File: src/rtl/conv_win_sched_pkg.sv
// ---------------------------------------------------------------------------
// conv_pkg
//   Shared types and constants for the 3x3 convolution window scheduler.
//   - state_t          : sequencer states (IDLE, RUN, FLUSH, DONE)
//   - KSIZE            : kernel edge length; a window is complete once
//                        KSIZE-1 previous rows and columns have been seen
//   - ADD_LAT_DEFAULT  : default pipeline latency of the 3x3 adder
//   - CW_DEFAULT       : default row/column counter width
// ---------------------------------------------------------------------------
package conv_pkg;

  localparam int KSIZE           = 3;
  localparam int ADD_LAT_DEFAULT = 2;
  localparam int CW_DEFAULT      = 10;

  typedef enum logic [1:0] {
    ST_IDLE  = 2'd0,
    ST_RUN   = 2'd1,
    ST_FLUSH = 2'd2,
    ST_DONE  = 2'd3
  } state_t;

endpackage

File: src/rtl/conv_win_sched_valid_delay_line.sv
// ---------------------------------------------------------------------------
// valid_delay_line
//   Fixed-depth shift register that carries the window tag
//   {valid, last, row, col} alongside the 3x3 adder, so the tag leaves the
//   line in the same cycle the matching sum leaves the adder. It shifts every
//   cycle regardless of input activity, so results are never stalled.
//
// Ports
//   sclk, s_rst_n      : clock, asynchronous active-low reset
//   in_valid, in_last  : window strobe / final-window flag entering the adder
//   in_row, in_col     : output coordinates of that window
//   out_*              : the same tag, DEPTH cycles later
// ---------------------------------------------------------------------------
module valid_delay_line #(
  parameter int DEPTH = 2,
  parameter int CW    = 10
) (
  input  logic          sclk,
  input  logic          s_rst_n,
  input  logic          in_valid,
  input  logic          in_last,
  input  logic [CW-1:0] in_row,
  input  logic [CW-1:0] in_col,
  output logic          out_valid,
  output logic          out_last,
  output logic [CW-1:0] out_row,
  output logic [CW-1:0] out_col
);

  logic [DEPTH-1:0] valid_q;
  logic [DEPTH-1:0] last_q;
  logic [CW-1:0]    row_q [DEPTH];
  logic [CW-1:0]    col_q [DEPTH];

  // NOTE: every stage is reset, including the coordinate array; a reset in
  // mid-frame must not leave stale strobes or indices draining out afterwards.
  always_ff @(posedge sclk or negedge s_rst_n) begin
    if (!s_rst_n) begin
      valid_q <= '0;
      last_q  <= '0;
      for (int i = 0; i < DEPTH; i++) begin
        row_q[i] <= '0;
        col_q[i] <= '0;
      end
    end else begin
      valid_q[0] <= in_valid;
      last_q[0]  <= in_last;
      row_q[0]   <= in_row;
      col_q[0]   <= in_col;
      for (int i = 1; i < DEPTH; i++) begin
        valid_q[i] <= valid_q[i-1];
        last_q[i]  <= last_q[i-1];
        row_q[i]   <= row_q[i-1];
        col_q[i]   <= col_q[i-1];
      end
    end
  end

  assign out_valid = valid_q[DEPTH-1];
  assign out_last  = last_q[DEPTH-1];
  assign out_row   = row_q[DEPTH-1];
  assign out_col   = col_q[DEPTH-1];

endmodule

File: src/rtl/conv_win_sched.sv
// ---------------------------------------------------------------------------
// conv_win_sched
//   Sequencer for the 3x3 convolution adder stage. Tracks the raster
//   position of the incoming pixel stream, flags the cycles on which a full
//   3x3 window is presented, and re-times that flag (plus the window's output
//   coordinates) to the adder's registered result.
//
// Ports
//   sclk, s_rst_n  : clock, asynchronous active-low reset
//   start          : one-cycle pulse, starts a frame when idle
//   pix_valid      : a pixel (and its window) is presented this cycle
//   win_valid      : adder input holds a complete window (combinational)
//   res_valid      : adder result valid this cycle
//   res_last       : with res_valid, final result of the frame
//   res_col/res_row: output coordinates of the current result
//   busy           : frame in progress (accepted start .. frame_done)
//   frame_done     : one-cycle pulse after the last result has drained
//   err_overrun    : sticky, pixel seen outside RUN; cleared by next start
// ---------------------------------------------------------------------------
module conv_win_sched
  import conv_pkg::*;
#(
  parameter int IMG_W   = 28,
  parameter int IMG_H   = 28,
  parameter int ADD_LAT = ADD_LAT_DEFAULT,
  parameter int CW      = CW_DEFAULT
) (
  input  logic          sclk,
  input  logic          s_rst_n,
  input  logic          start,
  input  logic          pix_valid,
  output logic          win_valid,
  output logic          res_valid,
  output logic          res_last,
  output logic [CW-1:0] res_col,
  output logic [CW-1:0] res_row,
  output logic          busy,
  output logic          frame_done,
  output logic          err_overrun
);

  localparam logic [CW-1:0] LAST_COL = CW'(IMG_W - 1);
  localparam logic [CW-1:0] LAST_ROW = CW'(IMG_H - 1);
  localparam logic [CW-1:0] EDGE     = CW'(KSIZE - 1);

  // Flush counter must hold ADD_LAT-1; sized for ADD_LAT+1 so it is never 0 bits.
  localparam int             FW         = $clog2(ADD_LAT + 1);
  localparam logic [FW-1:0]  FLUSH_LAST = FW'(ADD_LAT - 1);

  state_t        state;
  logic [CW-1:0] row;
  logic [CW-1:0] col;
  logic [FW-1:0] flush_cnt;

  logic          win_last;
  logic [CW-1:0] win_row;
  logic [CW-1:0] win_col;

  // -------------------------------------------------------------------------
  // Window detection: evaluated on the counters before they advance, so the
  // pixel at (r,c) completes the window spanning rows r-2..r, cols c-2..c.
  // -------------------------------------------------------------------------
  assign win_valid = (state == ST_RUN) && pix_valid && (row >= EDGE) && (col >= EDGE);
  assign win_last  = win_valid && (row == LAST_ROW) && (col == LAST_COL);

  // Coordinates are zeroed for non-window cycles so the result indices read 0
  // whenever res_valid is low.
  assign win_row = win_valid ? (row - EDGE) : '0;
  assign win_col = win_valid ? (col - EDGE) : '0;

  // -------------------------------------------------------------------------
  // Sequencer with registered busy / frame_done / err_overrun.
  // -------------------------------------------------------------------------
  // NOTE: state and counters use non-blocking assignments so every branch
  // sees the pre-edge values, matching the combinational window test above.
  always_ff @(posedge sclk or negedge s_rst_n) begin
    if (!s_rst_n) begin
      state       <= ST_IDLE;
      row         <= '0;
      col         <= '0;
      flush_cnt   <= '0;
      busy        <= 1'b0;
      frame_done  <= 1'b0;
      err_overrun <= 1'b0;
    end else begin
      frame_done <= 1'b0;

      case (state)
        ST_IDLE: begin
          if (start) begin
            state       <= ST_RUN;
            row         <= '0;
            col         <= '0;
            busy        <= 1'b1;
            err_overrun <= 1'b0;
          end else if (pix_valid) begin
            err_overrun <= 1'b1;
          end
        end

        ST_RUN: begin
          // Bubbles (pix_valid low) simply hold the counters.
          if (pix_valid) begin
            if (col == LAST_COL) begin
              col <= '0;
              if (row == LAST_ROW) begin
                state     <= ST_FLUSH;
                flush_cnt <= '0;
              end else begin
                row <= row + 1'b1;
              end
            end else begin
              col <= col + 1'b1;
            end
          end
        end

        ST_FLUSH: begin
          if (pix_valid) begin
            err_overrun <= 1'b1;
          end
          // Final result leaves the adder on the last FLUSH cycle.
          if (flush_cnt == FLUSH_LAST) begin
            state      <= ST_DONE;
            frame_done <= 1'b1;
            busy       <= 1'b0;
          end else begin
            flush_cnt <= flush_cnt + 1'b1;
          end
        end

        ST_DONE: begin
          // A start arriving here is dropped; the caller re-issues it.
          if (pix_valid) begin
            err_overrun <= 1'b1;
          end
          state <= ST_IDLE;
        end

        default: begin
          state <= ST_IDLE;
          busy  <= 1'b0;
        end
      endcase
    end
  end

  // -------------------------------------------------------------------------
  // Result alignment: the window tag travels beside the adder pipeline.
  // -------------------------------------------------------------------------
  valid_delay_line #(
    .DEPTH (ADD_LAT),
    .CW    (CW)
  ) u_delay (
    .sclk      (sclk),
    .s_rst_n   (s_rst_n),
    .in_valid  (win_valid),
    .in_last   (win_last),
    .in_row    (win_row),
    .in_col    (win_col),
    .out_valid (res_valid),
    .out_last  (res_last),
    .out_row   (res_row),
    .out_col   (res_col)
  );

endmodule

File: config.mk
export PLATFORM = sky130hd
export DESIGN_NAME = conv_win_sched
export DESIGN_NICKNAME = d
export VERILOG_FILES = /design/src/rtl/conv_win_sched_pkg.sv /design/src/rtl/conv_win_sched_valid_delay_line.sv /design/src/rtl/conv_win_sched.sv
export SDC_FILE = /design/constraint.sdc
export NUM_CORES = 1
export LEC_CHECK = 0
export ABC_AREA = 0
export BUFFER_PORTS_ARGS = -buffer_cell sky130_fd_sc_hd__clkbuf_2
export CORE_UTILIZATION = 30
export DETAILED_ROUTE_END_ITERATION = 7
export MAX_ROUTING_LAYER = met4
export SETUP_SLACK_MARGIN = 0.4
export SLEW_MARGIN = 30
export SYNTH_ARGS = -nofsm -noshare
export SYNTH_HDL_FRONTEND = slang
export SYNTH_SLANG_ARGS = --single-unit
File: constraint.sdc
create_clock -name sclk -period 3.2 [get_ports sclk]
set_clock_uncertainty 0.2 [all_clocks]
set_input_delay 0.64 -clock sclk [delete_from_list [all_inputs] [get_ports sclk]]
set_output_delay 0.64 -clock sclk [all_outputs]
set_load 0.01 [all_outputs]
# Yosys cells after proc, flatten, opt, wreduce, memory -nomap -nowiden

Cells that the tools add are included.

Div/mod/pow operators: 0
Add/sub/neg operators: 5
$lt $le $gt $ge: 2
Equal/unequal tests: 13
Shift-type cells: 0
Reduce and logical (&&, ||, !) cells: 16
Muxes and demuxes: 29
Multipliers: 0
Bitwise operators: 0

Operators by type and width:

| cell                                                                     | count |
|---|---|
| 10-bit 2-to-1 mux                                                        | 8 |
| 10-bit case mux with 2 select lines                                      | 2 |
| 10-bit by 1-bit adder with 10-bit output (second input constant)         | 2 |
| 10-bit by 5-bit == test with 1-bit output (second input constant)        | 2 |
| 10-bit by 2-bit >= comparator with 1-bit output (second input constant)  | 2 |
| 10-bit by 2-bit subtractor with 10-bit output (second input constant)    | 2 |
| 2-bit 2-to-1 mux                                                         | 9 |
| 5-bit AND reduction                                                      | 3 |
| 2-bit inequality test (second input constant)                            | 5 |
| 2-bit case mux with 4 select lines                                       | 1 |
| 2-bit nonzero test                                                       | 4 |
| 1-bit 2-to-1 mux                                                         | 6 |
| 3-bit AND reduction                                                      | 2 |
| 1-bit logical AND                                                        | 5 |
| 2-bit by 1-bit == test with 1-bit output (second input constant)         | 2 |
| 2-bit == test (second input constant)                                    | 2 |
| 2-bit by 1-bit inequality test with 1-bit output (second input constant) | 2 |
| 1-bit case mux with 2 select lines                                       | 2 |
| 2-bit case mux with 2 select lines                                       | 1 |
| 2-bit by 1-bit adder with 2-bit output (second input constant)           | 1 |
| 2-bit logical NOT                                                        | 1 |
| 2-bit OR reduction                                                       | 1 |

Memories: 0
Latch bits: 0
Register bits after elaboration: 71
RAM bits: 0
Bits in read-only memories: 0
Word-level logic and storage cells: 78

# Logic depth before layout (Yosys ltp)

Depth after elaboration: 6
Mapped depth: 8
Depth with buffers taken out: 7

# Cells and area by module

A second synthesis with hierarchy kept.

Cells, all modules: 314
Area, all modules: 3359.5 um^2

Modules (own cells, without submodules):

| module           | cells an instance | times used | area an instance (um^2) |
|---|---|---|---|
| conv_win_sched   | 250               | 1          | 2108.3 |
| valid_delay_line | 64                | 1          | 1251.2 |

# Worst setup path before layout

No wires, ideal clock.

Path type: register -> output
Start: register row[4]
End: output port win_valid
Required time: 2360 ps
Path slack: 489 ps
Arrival time: 1871 ps
Cell stages (with the launch flop): 7
Cells stage by stage: dfrtp_1 > or4_1 > nand2b_1 > nor4_1 > or3_1 > clkbuf_1 > inv_1

Cells in the longest elaborated chain, start to end: 3

RTL lines:

| element                                         | RTL line              | source |
|---|---|---|
| start: declaration                              | conv_win_sched.sv:51  | `logic [CW-1:0] row;` |
| start signal: assignment                        | conv_win_sched.sv:110 | `row <= row + 1'b1;` |
| 10-bit by 2-bit >= comparator with 1-bit output | conv_win_sched.sv:63  | `assign win_valid = (state == ST_RUN) && pix_valid && (row >= EDGE) && (col >= EDGE);` |
| 1-bit logical AND (2 in series)                 | conv_win_sched.sv:63  |  |
| end: declaration                                | conv_win_sched.sv:32  | `output logic win_valid,` |

Every way passes these cells.

# Worst setup path in the final report

Start: register row[2]
End: output port win_valid

Same word-level chain as after synthesis.

==> results.py <==
metrics = {
    "timing": {
        "relSlewSlack_pct": 45.7,
        "rsz0062_at_grt": "yes",
        "setup_tns_ps": 0,
        "fmax_mhz": 365,
        "fin_crit_sh_pct": 85.6,
        "period_needed_ps": 2740,
        "finalSetupViolCount": 0,
        "final_max_slew_viol_count": 0,
        "hold_viol": 0,
        "tightest_slew_ps": 808,
    },
    "synth": {
        "synth.top_cells.by_count": "71 x dfrtp_1, 35 x nor2_1, 24 x nand2_1",
        "synth_area_leaders": "dfrtp_1 54%, ha_1 5.3%, buf_4 4.6%",
        "synth_top_area_cell": "dfrtp_1",
        "synth.avg_cell_area_um2": 10.5,
        "synth_edf_count": 0,
        "netlist_area_um2": 3300,
        "synth_nets": 331,
        "synth-seq-cells": 71,
        "yosysTopAreaCellShare_pct": 53.8,
        "async_flop_share_pct": 100,
        "ys_types": 41,
        "synthCells": 313,
        "ys_warn_count": 0,
        "ys.flop_type": "dfrtp_1",
        "synth_seq_area_share_pct": 53.8,
        "yosysMostFrequentCell": "dfrtp_1",
    },
    "power_and_ir_drop": {
        "comb_power_share_pct": 16.5,
        "p_clk_share_pct": 32.5,
        "switching_power_mw": 0.653,
        "p_int_mw": 1.55,
        "peakVddDrop_uv": 245,
        "leakage_nw": 1.72,
        "powerDensity_nw_per_um2": 584,
        "seq_power_share_pct": 50.9,
        "switching_share_pct": 29.7,
    },
    "cells_and_area": {
        "design_area_um2": 3770,
        "nNetsFinal": 348,
        "syn_to_final_growth_pct": 14.4,
        "drive_above_1_share_pct": 22.8,
        "n_antenna_cell": 0,
    },
    "floorplanning": {
        "core_area_um2": 10500,
        "core.rowCount": 37,
        "io-pin-count": 30,
        "die_y_um": 107,
        "die_x_um": 107,
        "initial_core_util_pct": 31.4,
        "die-area_um2": 11400,
    },
    "route": {
        "via_count": 2205,
        "wirelength_um": 6240,
        "drc": 0,
        "dr.pass1.iters": 4,
        "ant_nets": 0,
        "drtIter0Drc": 141,
        "via_per_inst": 4.69,
        "wl_per_cell_um": 13.3,
    },
    "critical_path": {
        "cp.depth": 6,
        "path_max_fanout": 2,
        "cp.arrival_ps": 1900,
        "crit_family": "simple AND/OR/NAND/NOR gates",
        "setup.worst_path.class": "flip-flop to primary output",
        "cp_num_buf_inv": 2,
        "slowest_stage": "or4_4",
        "start_kind": "flip-flop",
        "critPathCaptureType": "primary output",
        "path_cells": "or4_4, nand2b_4, nor4_4, or3_4, inv_2, clkbuf_2",
        "reg2regPathDepth": 7,
        "crit_required_ps": 2360,
        "slowest_delay_ps": 530,
    },
    "placement": {
        "dp_hpwl_um": 4130,
        "gp_congestion": 0.794,
        "portBuffers": 29,
        "placed_area_um2": 3450,
    },
    "cts": {
        "clock-sinks": 71,
        "clkTransAtPathRegs_ps": 80,
        "clock_path_buffers": 2,
        "cts-root-buf": "clkbuf_8",
        "clock_latency_ps": 340,
        "cts-buffers-inserted": 9,
        "htreeDepth": 3,
        "cts_tree": "yes",
    },
    "grt": {
        "antenna_found_initial": 0,
        "grt_pass1_vias": 2197,
        "grt_pass1_wl_um": 10900,
        "overflow": 0,
        "track_usage_pct": 12.6,
        "grt_max_degree": 51,
    },
    "status": {
        "status": "finished, final reports clean",
    },
    "run": {
        "maxCapViolCount": 0,
    },
    "min_path": {
        "min_path_type": "input port to async pin",
    },
}
-- final cells by class --
cell class / count / area, µm²
Clock buffer: 10 / 138
Clock inverter: 5 / 58.8
Fill cell: 1020 / 6740
Inverter: 11 / 41.3
Multi-Input combinational cell: 197 / 1340
Sequential cell: 71 / 1780
Tap cell: 136 / 170
Timing Repair Buffer: 40 / 240
-- logic make-up (layout without fill, tap and decap cells) --
| group | count (synthesis) | in the layout | synth area share (%) |
|---|---|---|---|
| fa+ha+maj | 14 | 14 | 5.31 |
| flops | 71 | 71 | 53.8 |
| buf+inv | 45 | 66 | 7.62 |
| compound gates | 30 | 30 | 6.07 |
| simple gates | 129 | 129 | 20.6 |
| mux | 3 | 3 | 0.986 |
| xor+xnor | 21 | 21 | 5.57 |
-- path summary, 6_finish.rpt --
path | start | end | slack, ps
min reg2reg | u_delay.col_q[11]$_DFF_PN0_ | u_delay.out_col[1]$_DFF_PN0_ | 150
max | row[2]$_DFFE_PN0P_ | win_valid | 460
max in group asynchronous | s_rst_n | row[1]$_DFFE_PN0P_ | 2080
min in group sclk | u_delay.col_q[11]$_DFF_PN0_ | u_delay.out_col[1]$_DFF_PN0_ | 150
min | s_rst_n | err_overrun$_DFFE_PN0P_ | 80
max reg2reg | state[0]$_DFFE_PN0P_ | col[9]$_DFFE_PN0P_ | 690
-- cells in the final DEF (no fill, tap or decap), types with 3 or more instances in the layout --
master / instances
a21oi_1: 8
a22o_1: 4
and2_1: 3
and4_1: 3
buf_4: 10
clkbuf_2: 28
clkbuf_8: 10
dfrtp_1: 67
dfrtp_2: 4
ha_1: 14
inv_1: 9
nand2_1: 24
nand2b_1: 6
nand3_1: 9
nand4_1: 10
nor2_1: 35
nor2b_1: 5
nor3_1: 6
nor3b_1: 3
o21ai_0: 5
o2bb2ai_1: 3
o31ai_1: 4
or3_1: 4
or3_4: 3
xnor2_1: 12
xor2_1: 9
-- metrics by stage --
stage	hold WS (ps)	utilization [%]	setup WS, ps	power (mW)	instances
global placement	134	32.9	615	1.47	449
finish	78.4	35.9	460	2.20	470
detailed placement	135	32.9	573	1.48	449
global route	119	35.9	384	2.34	470
CTS	102	35.4	356	2.22	469
floorplan	131	-	489	1.40	313
-- layer usage --
metal / wire length [µm] / vias to the layer above / global-route usage, %
met3: 297 / 12 / 3.34
li1: - / 1069 / -
met2: 2760 / 51 / 17.6
met4: 112 / 0 / 5.19
met1: 3080 / 1073 / 17.4
met5: 0 / - / -
-- sequential cells by signal, summed over array words and instances, names as in the netlist, 2 cells and up --
register         cells
u_delay.valid_q      2
state                2
u_delay.last_q       2
flush_cnt            2
u_delay.out_col     10
col                 10
u_delay.row_q       10
u_delay.out_row     10
row                 10
u_delay.col_q       10
-- power groups by stage --
stage / logic (mW) / clock network, mW / registers, mW
after floorplan: 0.326 / 0 / 1.08
after global placement: 0.353 / 0 / 1.12
after detailed placement: 0.359 / 0 / 1.13
after CTS: 0.363 / 0.744 / 1.11
after global routing: 0.414 / 0.782 / 1.14
final: 0.364 / 0.716 / 1.12
-- repair_timing --
action,in CTS,in global routing
hold buffers,0,0
pin swaps,3,2
setup buffers,5,1
resized for setup,9,9
setup endpoints to repair,1,2
No activity file was read; power rests on OpenSTA's default activity.
